**src/rtl/imem_arb_pkg.sv**
```systemverilog
// Shared types and constants for the instruction-RAM fetch arbiter.
// Holds the FSM encoding and the default bus widths.
package imem_arb_pkg;

  typedef enum logic [1:0] {
    IDLE  = 2'd0,
    SETUP = 2'd1,
    READ  = 2'd2,
    RESP  = 2'd3
  } arb_state_t;

  localparam int DEF_AW     = 16;
  localparam int DEF_DW     = 16;
  localparam int NCORES_MAX = 8;

endpackage

```
**src/rtl/imem_rr_pick.sv**
```systemverilog
// Combinational round-robin picker: first unmasked requester at or after ptr, wrapping.
// Zero latency; no backpressure, it only reports a winner when one exists.
module imem_rr_pick #(
  parameter int N  = 4,
  parameter int IW = 2
) (
  input  logic [N-1:0]  req,
  input  logic [IW-1:0] ptr,
  input  logic [N-1:0]  mask,
  output logic          vld,
  output logic [IW-1:0] idx
);

  logic [N-1:0] elig;

  always_comb begin
    int j;
    j    = 0;
    elig = req & ~mask;
    vld  = 1'b0;
    idx  = '0;
    for (int k = 0; k < N; k++) begin
      j = int'(ptr) + k;
      if (j >= N) j = j - N;
      if (!vld && elig[j]) begin
        vld = 1'b1;
        idx = IW'(j);
      end
    end
  end

endmodule

```
**src/rtl/imem_fetch_arbiter.sv**
```systemverilog
// Round-robin sharing of the single-port instruction RAM between NCORES fetch units.
// Ack and data appear 3 cycles after the request is sampled; requesters wait by holding fetch_req.
module imem_fetch_arbiter
  import imem_arb_pkg::*;
#(
  parameter int NCORES = 4,
  parameter int AW     = DEF_AW,
  parameter int DW     = DEF_DW
) (
  input  logic               clk,
  input  logic               rst,
  input  logic [NCORES-1:0]  fetch_req,
  input  logic [NCORES*AW-1:0] fetch_addr,
  output logic [NCORES-1:0]  fetch_ack,
  output logic [DW-1:0]      fetch_data,
  output logic               busy,
  output logic [AW-1:0]      ram_addr,
  output logic               ram_rd,
  input  logic [DW-1:0]      ram_data
);

  localparam int IW = (NCORES > 1) ? $clog2(NCORES) : 1;

  arb_state_t        state, next_state;
  logic [IW-1:0]     ptr, owner, owner_next;
  logic [IW-1:0]     pick_ptr, pick_idx;
  logic [NCORES-1:0] pick_mask, owner_oh;
  logic              pick_vld, grant;

  assign owner_oh   = NCORES'(1) << owner;
  assign owner_next = (owner == IW'(NCORES - 1)) ? '0 : owner + IW'(1);
  assign busy       = (state != IDLE);

  imem_rr_pick #(.N(NCORES), .IW(IW)) u_pick (
    .req  (fetch_req),
    .ptr  (pick_ptr),
    .mask (pick_mask),
    .vld  (pick_vld),
    .idx  (pick_idx)
  );

  always_comb begin
    next_state = state;
    pick_ptr   = ptr;
    pick_mask  = '0;
    grant      = 1'b0;
    case (state)
      IDLE: begin
        grant = pick_vld;
        if (pick_vld) next_state = SETUP;
      end
      SETUP: next_state = READ;
      READ:  next_state = RESP;
      RESP: begin
        // The core just served is masked so others get a turn before it repeats.
        pick_ptr   = owner_next;
        pick_mask  = owner_oh;
        grant      = pick_vld;
        next_state = pick_vld ? SETUP : IDLE;
      end
      default: next_state = IDLE;
    endcase
  end

  always_ff @(posedge clk) begin
    if (rst) begin
      state      <= IDLE;
      ptr        <= '0;
      owner      <= '0;
      ram_addr   <= '0;
      ram_rd     <= 1'b0;
      fetch_ack  <= '0;
      fetch_data <= '0;
    end else begin
      state     <= next_state;
      ram_rd    <= (next_state == READ);
      fetch_ack <= '0;
      // RAM output is valid by the end of READ, so ack and data land in RESP.
      if (state == READ) begin
        fetch_ack  <= owner_oh;
        fetch_data <= ram_data;
      end
      if (state == RESP) ptr <= owner_next;
      if (grant) begin
        ram_addr <= fetch_addr[pick_idx*AW +: AW];
        owner    <= pick_idx;
      end
    end
  end

endmodule

```
**config.mk**
```make
export PLATFORM = sky130hd
export DESIGN_NAME = imem_fetch_arbiter
export DESIGN_NICKNAME = d
export VERILOG_FILES = /design/src/rtl/imem_arb_pkg.sv /design/src/rtl/imem_rr_pick.sv /design/src/rtl/imem_fetch_arbiter.sv
export SDC_FILE = /design/constraint.sdc
export NUM_CORES = 1
export LEC_CHECK = 0
export BUFFER_PORTS_ARGS = -buffer_cell sky130_fd_sc_hd__buf_4
export CAP_MARGIN = 20
export CORE_ASPECT_RATIO = 1.75
export CORE_MARGIN = 4
export CORE_UTILIZATION = 37
export DETAILED_ROUTE_END_ITERATION = 10
export HOLD_SLACK_MARGIN = 0.02
export PLACE_DENSITY = 0.7
export SLEW_MARGIN = 30
export SYNTH_ARGS = -nofsm -noshare
export SYNTH_HDL_FRONTEND = slang
export SYNTH_HIERARCHICAL = 1
export SYNTH_SLANG_ARGS = --single-unit
```
**constraint.sdc**
```tcl
create_clock -name clk -period 3.21 [get_ports clk]
set_clock_uncertainty 0.2 [all_clocks]
set_input_delay 0.642 -clock clk [delete_from_list [all_inputs] [get_ports clk]]
set_output_delay 0.642 -clock clk [all_outputs]
set_load 0.005 [all_outputs]
```
After elaboration in Yosys (flattened, before gate mapping)

Cells that the tools add are included.

Bits in registers: 43
Input bits: 86
Word-level logic and storage cells: 74

Multiplexer cells: 31
Bitwise logic cells: 3
Add/sub/neg operators: 8
Order comparisons: 8
Equality and inequality tests: 5
Shift-type cells: 2
Reductions and logical operators: 10

Operator list:

| kind                    | count |
|---|---|
| $lt A32 B4 Y1 const B   | 4 |
| $mux W32                | 4 |
| $ge A32 B4 Y1 const B   | 3 |
| $sub A32 B4 Y32 const B | 3 |
| $shiftx A64 B7 Y16      | 1 |
| $mux W1                 | 14 |
| $mux W2                 | 7 |
| $bmux W1 S2             | 4 |
| $eq A2 B2 Y1 const B    | 4 |
| $pmux W2 S4             | 1 |
| $add A2 B2 Y3 const B   | 2 |
| $and A4 B4 Y4           | 1 |
| $mux W4                 | 1 |
| $not A4 Y4              | 1 |
| $reduce_or A2 Y1        | 2 |
| $shl A1 B2 Y4 const A   | 1 |
| $sub A2 B3 Y4 const B   | 1 |
| $add A2 B1 Y3 const B   | 1 |
| $ge A2 B3 Y1 const B    | 1 |
| $logic_and A1 B1 Y1     | 3 |
| $logic_not A1 Y1        | 3 |
| $add A2 B1 Y2 const B   | 1 |
| $eq A2 B1 Y1 const B    | 1 |
| $logic_not A2 Y1        | 1 |
| other kinds (2)         | 2 |

Logic depth before layout (Yosys ltp)

Gate-level depths: netlist (run 1).

Depth in word-level cells: 21
Gate-level depth with buffers: 11

By module

Netlist (run 1), hierarchy kept.

Modules (own cells, without submodules):

| module             | sequential area each (um2) | area an instance (um2) | cells an instance | times used |
|---|---|---|---|---|
| imem_fetch_arbiter | 860.8                      | 2090.8                 | 195               | 1 |
| imem_rr_pick       | 0.0                        | 123.9                  | 15                | 1 |

Least setup slack after synthesis (run 1)

No wires, ideal clock.

Path type: reg-to-reg
Start point: register owner[0]
End point: register ram_addr[12]
Arrival: 2321 ps
Path slack: 575 ps
Stages on the path, launching flop included: 12
Path through: dfxtp_1 > inv_1 > ha_1 > mux2_2 > inv_1 > o221ai_1 > a21oi_1 > clkbuf_1 > buf_2 > mux2i_1 > o22ai_2 > a21o_1

Cells in the longest elaborated chain, start to end: 19
Elaborated cells between the ends (all ways): 51

RTL lines:

| item                                                     | RTL line                 | source |
|---|---|---|
| start: declaration                                       | imem_fetch_arbiter.sv:25 | `logic [IW-1:0] ptr, owner, owner_next;` |
| start signal: assignment                                 | imem_fetch_arbiter.sv:86 | `owner <= pick_idx;` |
| $add A2 B1 Y2 / $eq A2 B2 Y1 (equally long branches)     | imem_fetch_arbiter.sv:31 | `assign owner_next = (owner == IW'(NCORES - 1)) ? '0 : owner + IW'(1);` |
| $mux W2 *                                                | imem_fetch_arbiter.sv:31 |  |
| $mux W2 *                                                | imem_fetch_arbiter.sv:47 | `case (state)` |
| named net pick_ptr[1]                                    | imem_fetch_arbiter.sv:26 | `logic [IW-1:0] pick_ptr, pick_idx;` |
| branches (longest 14 deep; another with $sub A32 B4 Y32) | -                        |  |
| $mux W2 *                                                | imem_rr_pick.sv:25       | `if (!vld && elig[j]) begin` |
| named net pick_idx[0]                                    | imem_fetch_arbiter.sv:26 |  |
| $shiftx A64 B7 Y16 *                                     | imem_fetch_arbiter.sv:85 | `ram_addr <= fetch_addr[pick_idx*AW +: AW];` |
| end signal: assignment                                   | imem_fetch_arbiter.sv:85 |  |
| end: declaration                                         | imem_fetch_arbiter.sv:17 | `output logic [AW-1:0] ram_addr,` |

Mark *: on every way through the listed nets, which the timed path passes. The select of a mux whose other input is x is not followed.
A chain may end at the register's enable or synchronous reset.

Worst setup path in the final report (run 1)

Start point: register owner[0]
End point: register ram_addr[2]

The elaborated chain is that of the path after synthesis.

==> summary.md, run 1 <==
| Metric | Value |
|---|---|
| Sink Count | between 40 and 50 |
| Mapped Area | between 2000 and 2500 sq um |
| Die outline area | about 7300 sq um |
| Syn nets | 305 |
| H-tree lvl count | 2 |
| Fin util | between 50% and 60% |
| Post-CTS Setup Repair Bufs | 0 |
| Length of the first detailed-routing pass in iterations | 4 |
| Die X | approximately 66 um |
| Clock Pin Slew Worst Setup and Hold Paths | ~0.080 ns |
| Achievable Freq | 337 MHz |
| Vias in the first global route | 1977 |
| Worst slew pin tran | around 0.60 ns |
| Antenna Cells | 0 |
| Total number of vias | between 1500 and 2000 |
| #FFs+latches synth | 43 |
| Synth cell types | 27 |
| Vias/cell | roughly 4.7 |
| Tcrit/Tclk final | about 92% |
| Total track usage | 14.9% |
| Final min period | just under 3 ns |
| Hold Path Class | reg -> reg |
| Share of cells above drive strength 1 | a little under half |
| First-pass GRT wire length | approximately 8.5 mm |
| CP Data Required Time | between 3 and 4 ns |
| Worst slew margin | between 50 and 60% |
| RePlAce Congestion | between 0.7 and 0.8 |
| Row count | 37 |
| Maxcap violations | 0 |
| Post-synth top cells | mux2i_1, dfxtp_1, nor2_1 |
| Worst-path fanout max | 9 |
| Leading area contributor after synthesis | dfxtp_1 |
| Pwr/cell area | 686 nW/um^2 |
| IO buf count | 123 |
| Max IR drop VDD | 336 uV |
| Initial antenna violation count | 0 |
| Initial DRC count | 37 |
| Clk_lat worst skew | about 0.29 ns |
| Most frequent cell after synthesis | mux2i_1 |
| ANT nets after route | 0 |
| Asr flop ratio synth | 0% |
| Wirelength per Cell | ~13 um |
| WL final | 5.32 mm |
| I/O pins | 124 |
| Post-Syn Instances | 210 |
| YS warnings | 6 |
| Layout net count | 424 |
| Hpwl dp | about 4.4 mm |
| Post-Layout Cell Count | 408 |
| Startpoint types | flop |
| Crit path arrival time | 3.00 ns |
| Remaining DRCs | 0 |
| Synth area leaders | dfxtp_1, mux2i_1, o22ai_2 |
| Synthesis-to-layout area growth | 48.4% |
| CTS tree | done |
| Outcome | completed |
| Crit Path Category | reg -> reg |
| Leak | around 1.6 nW |
| Gr ovfl total | 0 |
| Dpl cells | 400 |
| Clock Path Buffers | 2 |
| Unrepaired setup endpoints after global routing | false |
| TNS Setup | 0 ns |
| Pin count of the biggest net entering global routing | 33 |
| PostCTS Resize Cnt | 0 |
| Final hold vios | 0 |
| Main synth FF type | dfxtp_1 |
| Mean Syn Cell Area | 10.5 sq um |
| Setup violators final | 0 |
| Post-synth top area share | between 30% and 40% |
| Sequential element share of the synthesized area | about two fifths |
| CTS buffer count | 5 |
| Starting Density | between 30% and 40% |
| Core Footprint | 5830 sq um |
| Max Slew Vio Count | 0 |
| CTS Hold Bufs | 0 |
| Root buf cell | clkbuf_8 |
| Die Ht | between 100 and 150 um |
| Fill cells | roughly 570 |
| Crit path capture type | flop |
| Number of synthesized flops with an enable pin | 0 |
==> final cells by class <==
type / instances / area, sq um / share of cell area, %
multi-input combinational: 146 / 1260 / 38.3
timing repair buffer: 126 / 958 / 29.2
sequential: 43 / 861 / 26.2
tap: 78 / 97.6 / 2.97
clock buffer: 6 / 72.6 / 2.21
inverter: 7 / 26.3 / 0.800
clock inverter: 2 / 12.5 / 0.381
==> power by group <==
group | total, mW | leakage, nW | switching, mW | internal (mW)
logic | 1.12 | 1.23 | 0.498 | 0.618
clock network | 0.327 | 0.0412 | 0.175 | 0.152
registers | 0.810 | 0.352 | 0.0995 | 0.710
total | 2.25 | 1.63 | 0.772 | 1.48
==> logic make-up after synthesis <==
| group | after synthesis | synth area share (%) |
|---|---|---|
| flops | 43 | 38.9 |
| fa+ha+maj | 9 | 5.08 |
| compound gates | 40 | 16.3 |
| buf+inv | 21 | 4.97 |
| mux | 52 | 23.6 |
| simple gates | 45 | 11.2 |
==> state kept, by name (all words and copies together), names as in the netlist <==
register	cells
fetch_ack	4
ptr	2
ram_addr	16
fetch_data	16
ram_rd	1
state	2
owner	2
==> per-stage QoR <==
| step | worst slack, ns | instance area, sq um | hold slack, ns | total power [mW] |
|---|---|---|---|---|
| floorplan | 0.575 | 2210 | 0.251 | 1.50 |
| global placement | 0.307 | 3200 | 0.235 | 1.94 |
| detailed placement | 0.225 | 3200 | 0.240 | 1.95 |
| CTS | 0.222 | 3280 | 0.258 | 2.29 |
| global route | 0.0605 | 3290 | 0.281 | 2.43 |
| finish | 0.247 | 3290 | 0.256 | 2.25 |
==> placed cells by master (no fill, tap or decap), types with 5 or more instances in the layout <==
master and count:
clkbuf_8 5, nor2b_1 7, inv_1 7, a21o_1 15, mux2i_1 50, o22ai_2 10, nor2_1 23, ha_1 9
o22ai_1 5, dfxtp_1 43, buf_4 125, and2_1 8
==> worst max-delay path, stage by stage, from the launching register on <==
cell       delay [ns]
dfxtp_1          0.42
inv_1            0.09
ha_1             0.28
mux2_2           0.30
a311oi_2         0.24
a2bb2oi_2        0.23
nand4bb_1        0.48
buf_4            0.37
o22ai_2          0.18
a21o_1           0.10
==> final timing paths <==
path | from | endpoint | slack [ns] | cells after the start
max reg2reg | owner[0]$_SDFFE_PP0P_ | ram_addr[2]$_SDFFE_PP0P_ | 0.25 | 9
min | ram_addr[13]$_SDFFE_PP0P_ | ram_addr[13]$_SDFFE_PP0P_ | 0.26 | 1
max | owner[0]$_SDFFE_PP0P_ | ram_addr[2]$_SDFFE_PP0P_ | 0.25 | 9
min reg2reg | ram_addr[13]$_SDFFE_PP0P_ | ram_addr[13]$_SDFFE_PP0P_ | 0.26 | 1
==> routing by layer <==
metal	vias to the layer above	track usage, %	wire (um)
met5	-	0	0
met1	846	15.3	1840
met3	5	5.17	572
met4	0	4.94	74
met2	95	27.6	2840
li1	975	-	-
No activity file was read; power rests on OpenSTA's default activity.
==> inputs of run 2 (changes only) <==
Settings changed: CTS_BUF_LIST set to sky130_fd_sc_hd__clkbuf_16.
==> run 2 against run 1 <==
  * Critical path depth stayed put
  * Sequential power hardly changed
  * Global-route usage about the same
  * Via count increased by 0.52%
  * Flip-flop and latch count unchanged
  * Clock-buffer cell count shrank 1
  * Design area up 1.7%
  * Clock power increased by 45%
  * Maximum frequency up 0.41%
  * Critical path type unchanged
==> summary.md, run 2 (same netlist as run 1, synthesis figures left out) <==
| Metric | Value |
|---|---|
| Outcome | completed |
| Worst hold path endpoint | ram_addr[13]$_SDFFE_PP0P_ |
| Starting Density | 38.0% (unchanged) |
| ANT nets after route | 0 (unchanged) |
| WL final | 5.35 mm (+0.51%) |
| Hold path start | ram_addr[13]$_SDFFE_PP0P_ |
| Most frequent cells in the layout | buf_4, mux2i_1, dfxtp_1 |
| Leak | 1.66 nW (+1.8%) |
| Setup violators final | 0 (unchanged) |
| Crit path arrival time | 2.97 ns (-0.03 ns) |
| Synthesis-to-layout area growth | 50.9% |
| IO buf count | 123 (unchanged) |
| Achievable Freq | 339 MHz (+0.41%) |
| Clk_lat worst skew | 0.28 ns (about the same) |
| Worst slew margin | 59.6% (-0.067 points) |
| Met3 usage | 5.17% (unchanged) |
| Top Registers | fetch_data x16, ram_addr x16, fetch_ack x4 |
| Remaining DRCs | 0 (unchanged) |
| Root buf cell | clkbuf_16 |
| Grt peak-use layer | met2 |
| Most common cell after layout, fill and taps aside | buf_4 |
| Unrepaired setup endpoints after global routing | false |
| Die X | 66.5 um (unchanged) |
| Initial DRC count | 35 (-5.4%) |
| Final min period | 2.95 ns (-0.0121 ns) |
| Post-CTS Setup Repair Bufs | 0 (unchanged) |
| Worst-path fanout max | 9 (unchanged) |
| Crit path capture type | flop |
| Pin count of the biggest net entering global routing | 33 (unchanged) |
| Pwr/cell area | 718 nW/um^2 (+4.8%) |
| Crit Path Category | reg -> reg |
| Antenna Cells | 0 (unchanged) |
| RePlAce Congestion | 0.724 (unchanged) |
| CTS buffer count | 5 (unchanged) |
| Gr ovfl total | 0 (unchanged) |
| Initial antenna violation count | 0 (unchanged) |
| Placed Area | 3200 sq um (unchanged) |
| First-pass GRT wire length | 8.49 mm (about the same) |
| Maxcap violations | 0 (unchanged) |
| H-tree lvl count | 2 (unchanged) |
| Final hold vios | 0 (unchanged) |
| Startpoint types | flop |
| Max Slew Vio Count | 0 (unchanged) |
| Wirelength per Cell | 13.1 um (+0.51%) |
| Fin Hold WS | 0.252 ns (-0.00442 ns) |
| Row count | 37 (unchanged) |
| Hold depth | 1 (unchanged) |
| TNS Setup | 0 ns (unchanged) |
| Reg-to-Reg Start | owner[0]$_SDFFE_PP0P_ |
| Share of cells above drive strength 1 | 46.1% (unchanged) |
| Sink Count | 43 (unchanged) |
| Hold Path Class | reg -> reg |
| Met1 usage | 15.1% (-0.13 points) |
| CP Data Required Time | 3.23 ns (about the same) |
| PostCTS Resize Cnt | 0 (unchanged) |
| Worst slew pin tran | 0.605 ns (+0.000997 ns) |
| Vias/cell | 4.73 (+0.52%) |
| Length of the first detailed-routing pass in iterations | 4 (unchanged) |
| Fin area | 3340 sq um (+1.7%) |
| Total track usage | 14.9% (-0.021 points) |
| Hpwl dp | 4.41 mm (unchanged) |
| Tcrit/Tclk final | 91.9% (-0.38 points) |
| Clock Pin Slew Worst Setup and Hold Paths | 0.06 ns (-0.02 ns) |
| CTS tree | done |
| Max IR drop VDD | 392 uV (+17%) |
| I/O pins | 124 (unchanged) |
| RR Endpoint | ram_addr[2]$_SDFFE_PP0P_ |
| Core Footprint | 5830 sq um (unchanged) |
| Vias in the first global route | 1979 (+0.10%) |
| Total number of vias | 1931 (+0.52%) |
| FF-to-FF setup slack | 0.26 ns (about the same) |
| Die outline area | 7340 sq um (unchanged) |
| Grt met2 use | 27.7% (+0.071 points) |
| R2R cell count | 9 (unchanged) |
| Clock Path Buffers | 2 (unchanged) |
| CTS Hold Bufs | 0 (unchanged) |
| Die Ht | 110 um (unchanged) |
| Layout net count | 424 (unchanged) |
run 2: critical path: stages (launching register included):
cell and delay, ns:
dfxtp_1 0.41, inv_1 0.09, ha_1 0.28, mux2_2 0.30
a311oi_2 0.24, a2bb2oi_2 0.23, nand4bb_1 0.47, buf_4 0.37
o22ai_2 0.18, a21o_1 0.10
run 2: worst max-delay path by stage:
stage	depth (start not counted)	to	slack (ns)	start
floorplan	11	ram_addr[12]$_SDFFE_PP0P_	0.57	owner[0]$_SDFFE_PP0P_
global placement	9	ram_addr[3]$_SDFFE_PP0P_	0.31	owner[0]$_SDFFE_PP0P_
detailed placement	9	ram_addr[2]$_SDFFE_PP0P_	0.23	owner[0]$_SDFFE_PP0P_
CTS	9	ram_addr[2]$_SDFFE_PP0P_	0.23	owner[0]$_SDFFE_PP0P_
global route	9	ram_addr[2]$_SDFFE_PP0P_	0.07	owner[0]$_SDFFE_PP0P_
finish	9	ram_addr[2]$_SDFFE_PP0P_	0.26	owner[0]$_SDFFE_PP0P_
run 2: report_power, final:
part | internal (mW) | switching [mW]
combinational | 0.618 | 0.498
sequential | 0.711 | 0.0994
clock | 0.283 | 0.191
total | 1.61 | 0.788
run 2: layer usage:
| layer | share of wire (%) | up-vias |
|---|---|---|
| met5 | 0 | - |
| met4 | 1.4 | 0 |
| met3 | 11 | 5 |
| met2 | 53 | 95 |
| met1 | 35 | 855 |
| li1 | - | 976 |
run 2: area by class of cell:
| class | instances | area [sq um] |
|---|---|---|
| inverters | 7 | 26.3 |
| clock inverters | 3 | 16.3 |
| fillers | 557 | 2490 |
| flip-flops and latches | 43 | 861 |
| repair buffers | 126 | 958 |
| clock buffers | 5 | 125 |
| multi-input cells | 146 | 1260 |
| well taps | 78 | 97.6 |
run 2: through the flow:
stage / power [mW] / utilization, % / instances / worst slack [ns]
final: 2.40 / 57.3 / 408 / 0.259
after global routing: 2.58 / 57.3 / 408 / 0.0712
after CTS: 2.44 / 57.3 / 408 / 0.230
after detailed placement: 1.95 / 54.8 / 400 / 0.225
after global placement: 1.94 / 54.8 / 400 / 0.307
after floorplan: 1.50 / - / 210 / 0.575
